### src/rtl/stepper_move_ctrl.sv
// rtl/stepper_move_ctrl.sv - counted, abortable STEP/DIR/ENABLE move sequencer
module stepper_move_ctrl #(
  parameter int CNT_W     = 32,
  parameter int STEP_W    = 16,
  parameter int PULSE_W   = 100,
  parameter int DIR_SETUP = 50
) (
  input  logic              clk,
  input  logic              reset_reset,
  input  logic              cmd_valid,
  output logic              cmd_ready,
  input  logic [STEP_W-1:0] cmd_steps,
  input  logic              cmd_dir,
  input  logic [CNT_W-1:0]  cmd_period,
  input  logic              abort,
  output logic              step_out,
  output logic              dir_out,
  output logic              enable_out,
  output logic              busy,
  output logic              done,
  output logic              aborted,
  output logic [STEP_W-1:0] steps_done
);

  localparam logic [2:0] S_IDLE  = 3'd0;
  localparam logic [2:0] S_SETUP = 3'd1;
  localparam logic [2:0] S_PULSE = 3'd2;
  localparam logic [2:0] S_GAP   = 3'd3;
  localparam logic [2:0] S_DONE  = 3'd4;

  localparam logic [CNT_W-1:0] MIN_PERIOD = CNT_W'(2 * PULSE_W);
  localparam logic [CNT_W-1:0] SETUP_LOAD = CNT_W'(DIR_SETUP - 1);
  localparam logic [CNT_W-1:0] PULSE_LOAD = CNT_W'(PULSE_W - 1);
  localparam logic [CNT_W-1:0] PULSE_CYC  = CNT_W'(PULSE_W);
  localparam logic [CNT_W-1:0] CNT_ONE    = CNT_W'(1);

  logic [2:0]        state;
  logic [CNT_W-1:0]  cnt;
  logic [CNT_W-1:0]  period_q;
  logic [STEP_W-1:0] steps_q;
  logic              abort_pend;
  logic              last_step;

  assign cmd_ready  = (state == S_IDLE);
  assign busy       = (state != S_IDLE);
  assign enable_out = (state == S_SETUP) || (state == S_PULSE) || (state == S_GAP);
  assign step_out   = (state == S_PULSE);
  assign done       = (state == S_DONE);
  assign last_step  = ((steps_done + STEP_W'(1)) == steps_q);

  // cnt counts down to zero; each state's duration is loaded on entry
  always_ff @(posedge clk) begin
    if (reset_reset) begin
      state      <= S_IDLE;
      cnt        <= '0;
      period_q   <= '0;
      steps_q    <= '0;
      abort_pend <= 1'b0;
      dir_out    <= 1'b0;
      aborted    <= 1'b0;
      steps_done <= '0;
    end else begin
      case (state)
        S_IDLE: begin
          if (cmd_valid) begin
            steps_q    <= cmd_steps;
            period_q   <= (cmd_period < MIN_PERIOD) ? MIN_PERIOD : cmd_period;
            steps_done <= '0;
            aborted    <= 1'b0;
            abort_pend <= 1'b0;
            if (cmd_steps == '0) begin
              state <= S_DONE;
            end else begin
              state   <= S_SETUP;
              dir_out <= cmd_dir;
              cnt     <= SETUP_LOAD;
            end
          end
        end
        S_SETUP: begin
          if (abort) begin
            state   <= S_DONE;
            aborted <= 1'b1;
          end else if (cnt == '0) begin
            state <= S_PULSE;
            cnt   <= PULSE_LOAD;
          end else begin
            cnt <= cnt - CNT_ONE;
          end
        end
        S_PULSE: begin
          // an abort mid-pulse never truncates the pulse; it only ends the move after it
          if (cnt == '0) begin
            steps_done <= steps_done + STEP_W'(1);
            if (last_step || abort_pend || abort) begin
              state   <= S_DONE;
              aborted <= abort_pend | abort;
            end else begin
              state <= S_GAP;
              cnt   <= period_q - PULSE_CYC - CNT_ONE;
            end
          end else begin
            cnt <= cnt - CNT_ONE;
            if (abort) abort_pend <= 1'b1;
          end
        end
        S_GAP: begin
          if (abort) begin
            state   <= S_DONE;
            aborted <= 1'b1;
          end else if (cnt == '0) begin
            state <= S_PULSE;
            cnt   <= PULSE_LOAD;
          end else begin
            cnt <= cnt - CNT_ONE;
          end
        end
        S_DONE:  state <= S_IDLE;
        default: state <= S_IDLE;
      endcase
    end
  end

endmodule

### config.mk
export PLATFORM = sky130hd
export DESIGN_NAME = stepper_move_ctrl
export DESIGN_NICKNAME = d
export VERILOG_FILES = /design/src/rtl/stepper_move_ctrl.sv
export SDC_FILE = /design/constraint.sdc
export NUM_CORES = 1
export LEC_CHECK = 0
export ABC_AREA = 1
export CORE_MARGIN = 5
export CORE_UTILIZATION = 45
export CTS_CLUSTER_DIAMETER = 200
export DETAILED_ROUTE_END_ITERATION = 6
export GPL_ROUTABILITY_DRIVEN = 1
export MAX_ROUTING_LAYER = met4
export PLACE_DENSITY = 0.72
export SLEW_MARGIN = 15
export SYNTH_ARGS = -nofsm -noshare
export SYNTH_HDL_FRONTEND = slang
export SYNTH_SLANG_ARGS = --single-unit
### constraint.sdc
create_clock -name clk -period 2.6 [get_ports clk]
set_clock_uncertainty 0.15 [all_clocks]
set_input_delay 0.26 -clock clk [delete_from_list [all_inputs] [get_ports clk]]
set_output_delay 0.26 -clock clk [all_outputs]
set_load 0.05 [all_outputs]
# Word-level counts from Yosys, hierarchy flattened
# Index checks and enable logic that the tools add are counted.
[totals] ff_bits=102 latch_bits=0 ramBits=0 romBits=0 input_bits=53 out_inout_bits=23 mem_count=0
[op_classes] addsub=4 n_mul=0 div_mod_pow=0 n_lt_le_gt_ge=1 eq_ne=15 n_shift=0 n_mux=25 bitwise=2 n_reduce_logical=18
[op_table] op="2-to-1 mux 32 bit" n=7
[op_table] op="case mux 32 bit (3 select lines)" n=1
[op_table] op="subtractor 32 x 1 -> 32 bit (second input constant)" n=2
[op_table] op="logical NOT 32 bit" n=1
[op_table] op="less-than comparator 32 x 8 -> 1 bit (second input constant)" n=1
[op_table] op="2-to-1 mux 16 bit" n=2
[op_table] op="case mux 16 bit (2 select lines)" n=1
[op_table] op="subtractor 32 x 7 -> 32 bit (second input constant)" n=1
[op_table] op="2-to-1 mux 3 bit" n=6
[op_table] op="adder 16 x 1 -> 16 bit (second input constant)" n=1
[op_table] op="== test 16 bit" n=1
[op_table] op="logical NOT 16 bit" n=1
[op_table] op="!= test 2 bit (second input constant)" n=5
[op_table] op="AND reduction 5 bit" n=2
[op_table] op="case mux 3 bit (3 select lines)" n=1
[op_table] op="AND reduction 3 bit" n=3
[op_table] op="== test 3 x 2 -> 1 bit (second input constant)" n=2
[op_table] op="!= test 2 x 1 -> 1 bit (second input constant)" n=3
[op_table] op="nonzero test 3 bit" n=2
[op_table] op="2-to-1 mux 1 bit" n=5
[op_table] op="logical OR 1 bit" n=4
[op_table] op="AND reduction 4 bit" n=1
[op_table] op="== test 3 x 1 -> 1 bit (second input constant)" n=1
[op_table] op="== test 3 bit (second input constant)" n=1
[op_table] op="other kinds (10)" n=10

# Logic depth before layout (Yosys ltp)
[depth] word_depth=7 ltp_mapped=18 ltp_nobuf=17

# Worst setup path before layout
# No wires, ideal clock.
[synth_path] path_type="register to register" from="register state[0]" to="register steps_done[5]" setup_time_ps=135 arrival_time_ps=2697 path_slack_ps=-382 path_stages_with_launch=10 n_path_buf=1 cell_sequence="dfxtp_1 -> nor2_1 -> inv_1 -> nor2_1 -> inv_1 -> nor2_1 -> nor2_1 -> clkbuf_1 -> nand2_1 -> a21oi_1"
[synth_between] elab_chain_cells=3
[synth_lines] item="from (decl)" line_no="37" rtl="logic [2:0] state;"
[synth_lines] item="from (signal assigned)" line_no="54" rtl="state <= S_IDLE;"
[synth_lines] item="from (signal assigned)" line_no="72" rtl="state <= S_DONE;"
[synth_lines] item="from (signal assigned)" line_no="74" rtl="state <= S_SETUP;"
[synth_lines] item="logical NOT 3 bit *"
[synth_lines] item="net cmd_ready" line_no="11" rtl="output logic cmd_ready,"
[synth_lines] item="!= test 2 bit (no source line) / nonzero test 2 bit (equally long branches)"
[synth_lines] item="AND reduction 3 bit (no source line)"
[synth_lines] item="to (signal assigned)" line_no="94" rtl="steps_done <= steps_done + STEP_W'(1);"
[synth_lines] item="to (decl)" line_no="22" rtl="output logic [STEP_W-1:0] steps_done"
# Mark *: on every way through the listed nets, which the timed path passes. The rest lies on a longest branch.
# A chain may end at the register's enable or synchronous reset.

# Final worst setup path
[layout_path] from="register steps_done[0]" to="register cnt[30]"
[layout_between] elab_chain_cells=6
[layout_lines] item="adder 16 x 1 -> 16 bit" line_no="49" rtl="assign last_step = ((steps_done + STEP_W'(1)) == steps_q);"
[layout_lines] item="== test 16 bit" line_no="49"
[layout_lines] item="logical OR 1 bit (2 in series)" line_no="95" rtl="if (last_step || abort_pend || abort) begin"
[layout_lines] item="!= test 3 bit (no source line)"
[layout_lines] item="AND reduction 5 bit (no source line)"
[layout_lines] item="to (signal assigned)" line_no="100" rtl="cnt <= period_q - PULSE_CYC - CNT_ONE;"
[layout_lines] item="to (signal assigned)" line_no="103" rtl="cnt <= cnt - CNT_ONE;"
[layout_lines] item="to (signal assigned)" line_no="115" rtl="cnt <= cnt - CNT_ONE;"
[layout_lines] item="to (decl)" line_no="38" rtl="logic [CNT_W-1:0] cnt;"
# No other way between the ends.

==> summary.txt <==
Pwr
  • NetSw: between 0.002 and 0.003 W
  • Sequential Power Share: 0.324
  • Logic pwr share: 0.443
  • Total power: around 0.0065 W
  • Internal: 0.00371 W
  • Pleak: between 3 and 4 nW
  • Clock power frac: 0.233
  • Worst VDD drop: 0.459 mV
  • Sw Share: 0.430
  • PwrDens: 797 nW/µm²

Job
  • Number of max-cap violations: 0

Routing
  • Antenna-violating nets left: 0
  • Vias: around 7400
  • DR pass1 iterations: 5
  • Total Wirelength: about 21000 µm
  • DR DRC count: 0
  • WL/cell: between 15 and 20 µm
  • Via-per-instance ratio: around 5.4
  • Initial DRC Count: 685

Synth
  • Compound-gate portion of the synthesized area: 0.162
  • Post-synth EDFFs: 0
  • Avg Synthesized Cell Area: between 6 and 7 µm²
  • Synth Instances: 1090
  • Synth top area cells: dfxtp_1 31%, nand2_1 14%, nor2_1 8.9%
  • Post-synthesis register bit count: around 100
  • Ys flop type: dfxtp_1
  • Fraction of registers with async set/reset: 0
  • Post-synthesis cell type count: 39
  • Post-synthesis mux area share: 0
  • XOR/XNOR Fraction of Synth Area: 0.0292
  • Yosys top cell area share: 0.309
  • Post-synth top area cell: dfxtp_1
  • Post-synthesis adder-cell area fraction: 0.00757
  • Largest family of logic cells by synthesized area: simple AND/OR/NAND/NOR gates
  • Register area share after synthesis: 0.309
  • Post-synthesis net count: between 1000 and 1500
  • Cell Area, Synth: ~6600 µm²
  • Post-Synth Simple-Gate Area: 0.391
  • Synth warn: 0

Placed design
  • Final HPWL DP: ~15000 µm
  • Worst slack at placement: just under 0.09 ns
  • Cell Area, Placed: between 7000 and 8000 µm²
  • Final Wtd Congestion: about 1
  • I/O Buffers: 75

Clocking
  • Clock Latency Late Sink: ~0.36 ns
  • CTS Buf Count: 9
  • Clock buffer depth: 2
  • CTS Hold Buffers Added: 0
  • Sink Count: 102
  • Clk slew on worst S/H paths: roughly 0.07 ns
  • TritonCTS clock tree: done
  • # H-tree levels: 3
  • Root cell of the clock tree: clkbuf_16

Cells and area
  • Cell area after layout: a little over 8000 µm²
  • Layout Utilization: 0.563
  • Layout overhead on the synthesized area: 23.5%
  • ANT cells: 0
  • Fillers: ~1400
  • Layout cell share with drive strength beyond 1: 0.0873
  • Nets: 1232

Die
  • Core area: between 10000 and 15000 µm²
  • Die X: ~130 µm
  • Initial core utilization: 0.456
  • Die Area: about 17000 µm²
  • Die height: 131 µm
  • I/O pin total: 76
  • Cell Rows: 44

Global route
  • Vias in the first global route: roughly 6500
  • Initial antenna violation count: 0
  • GRT Total Usage: 0.239
  • First-pass GRT wire length: between 30000 and 40000 µm
  • Grt total ovfl: 0
  • Largest net degree at the start of global routing: 56

STA
  • Worst-Margin Slew: 0.851 ns
  • Setup TNS: 0 ns
  • Hold Vio Cnt, Final: 0
  • Final number of setup-violating endpoints: 0
  • Slew Viols, Final: 0
  • Final setup margin: ~0.14 ns
  • Max transition margin: 0.432
  • Final period util: 0.947
  • Crit path time final: between 2 and 2.5 ns
  • Max frequency: slightly above 0.4 GHz

Worst setup path
  • Critical Path RT: between 2 and 3 ns
  • Setup CP Type: flip-flop to flip-flop
  • Critical path launch point type: flip-flop
  • Critical path peak fanout: 11
  • Critical Path AT: approximately 2.6 ns
  • Critical Path End Type: flip-flop

Hold path
  • Worst hold path type: flip-flop to flip-flop

Run status
  • Status: finished, final reports clean
## what timing repair did
action,CTS,global route
setup buffers,0,4
endpoints found under the setup margin,0,44
resized for setup,0,27
## logic make-up (layout without fill, tap and decap cells)
| kind of cell | Yosys count | in the layout |
|---|---|---|
| xor+xnor | 22 | 22 |
| buf+inv | 168 | 257 |
| fa+ha+maj | 4 | 4 |
| simple gates | 596 | 597 |
| compound gates | 198 | 198 |
| flops | 102 | 102 |
## stage by stage
| step | hold slack, ns | instances |
|---|---|---|
| 2_1_floorplan | 0.245 | 1090 |
| 3_3_place_gp | 0.283 | 1341 |
| 3_5_place_dp | 0.287 | 1341 |
| 4_1_cts | 0.298 | 1357 |
| 5_1_grt | 0.314 | 1364 |
| 6_report | 0.296 | 1364 |
## worst max-delay path, cell delays in order (launching register included)
cell and delay [ns]:
dfxtp_2 0.33, ha_2 0.19, nand2_2 0.09, nor2_4 0.04
buf_2 0.15, buf_4 0.13, nand2_1 0.07, nand2_1 0.06
nand3_1 0.06, nand2_1 0.06, nor2_1 0.08, nand2_1 0.07
nor2_2 0.13, nand3_2 0.13, nand2_4 0.11, nand2_8 0.10
clkbuf_16 0.20, a21oi_1 0.13, nor2_1 0.06
## per-layer routing
layer  GRT usage  routed length (µm)  vias up
met5           -                   0        -
met4      0.0849                 625        0
met3      0.0436                1480       40
met2       0.364                9690      263
met1       0.317                9320     3324
li1            -                   -     3750
## layout by cell type, fill, tap and decap left out, types with 3 or more instances in the layout
cell / Yosys / routed
o22ai_1: 7 / 7
nand3_1: 110 / 109
a211oi_1: 7 / 7
nor4_1: 9 / 9
a21oi_1: 98 / 96
nand2_1: 253 / 250
nand2_2: 3 / 5
nor3_1: 22 / 22
buf_4: 1 / 30
dfxtp_2: 0 / 3
nor2_4: 4 / 6
or2_2: 5 / 5
o21ai_0: 69 / 68
xnor2_1: 6 / 6
dfxtp_1: 102 / 99
nand4_1: 25 / 25
nor2_1: 157 / 144
xor2_1: 16 / 16
clkdlybuf4s50_1: 0 / 73
inv_1: 129 / 128
nand2_4: 3 / 3
nor2_2: 1 / 12
clkbuf_16: 0 / 10
a21oi_2: 4 / 6
buf_12: 0 / 3
o21bai_1: 3 / 3
ha_1: 4 / 3
## path summary, 6_finish.rpt
path | start | endpoint | slack [ns] | depth (start not counted)
worst max-delay path | steps_done[0] | cnt[30] | 0.14 | 18
worst min-delay path | dir_out | dir_out | 0.30 | 2
worst min register to register | dir_out | dir_out | 0.30 | 2
worst max register to register | steps_done[0] | cnt[30] | 0.14 | 18
## registers in the layout, summed over array words and instances (netlist names)
register,count
state,3
steps_done,16
abort_pend,1
aborted,1
dir_out,1
cnt,32
steps_q,16
period_q,32
## synth_stat cells (2+ instances only)
| cell type | instances |
|---|---|
| nor2_4 | 4 |
| or2_2 | 5 |
| dfxtp_1 | 102 |
| o21ai_0 | 69 |
| a22oi_1 | 2 |
| nor2_1 | 157 |
| xnor2_1 | 6 |
| buf_2 | 5 |
| a21oi_1 | 98 |
| o21bai_1 | 3 |
| inv_1 | 129 |
| clkbuf_1 | 27 |
| a211oi_1 | 7 |
| o22ai_1 | 7 |
| nor4_1 | 9 |
| nor3_1 | 22 |
| xor2_1 | 16 |
| ha_1 | 4 |
| nand4_1 | 25 |
| a31oi_1 | 2 |
| buf_6 | 4 |
| nand2_1 | 253 |
| a221oi_1 | 2 |
| a21oi_2 | 4 |
| nand3_1 | 110 |
| nand2_2 | 3 |
| nand2_4 | 3 |
## layout make-up
| type | count | area (µm²) | share of cell area |
|---|---|---|---|
| well taps | 184 | 230 | 0.0282 |
| repair buffers | 110 | 1060 | 0.130 |
| inverters | 131 | 497 | 0.0609 |
| multi-input cells | 821 | 3990 | 0.489 |
| clock inverters | 7 | 105 | 0.0129 |
| flip-flops and latches | 102 | 2050 | 0.251 |
| clock buffers | 9 | 225 | 0.0276 |
## power by group through the flow
stage | registers [W] | logic, W | clock network (W)
final | 0.00210 | 0.00288 | 0.00152
after global routing | 0.00214 | 0.00324 | 0.00160
after CTS | 0.00209 | 0.00280 | 0.00154
after detailed placement | 0.00213 | 0.00278 | 0
after global placement | 0.00212 | 0.00276 | 0
after floorplan | 0.00208 | 0.00206 | 0
No activity file was read; power rests on OpenSTA's default activity.
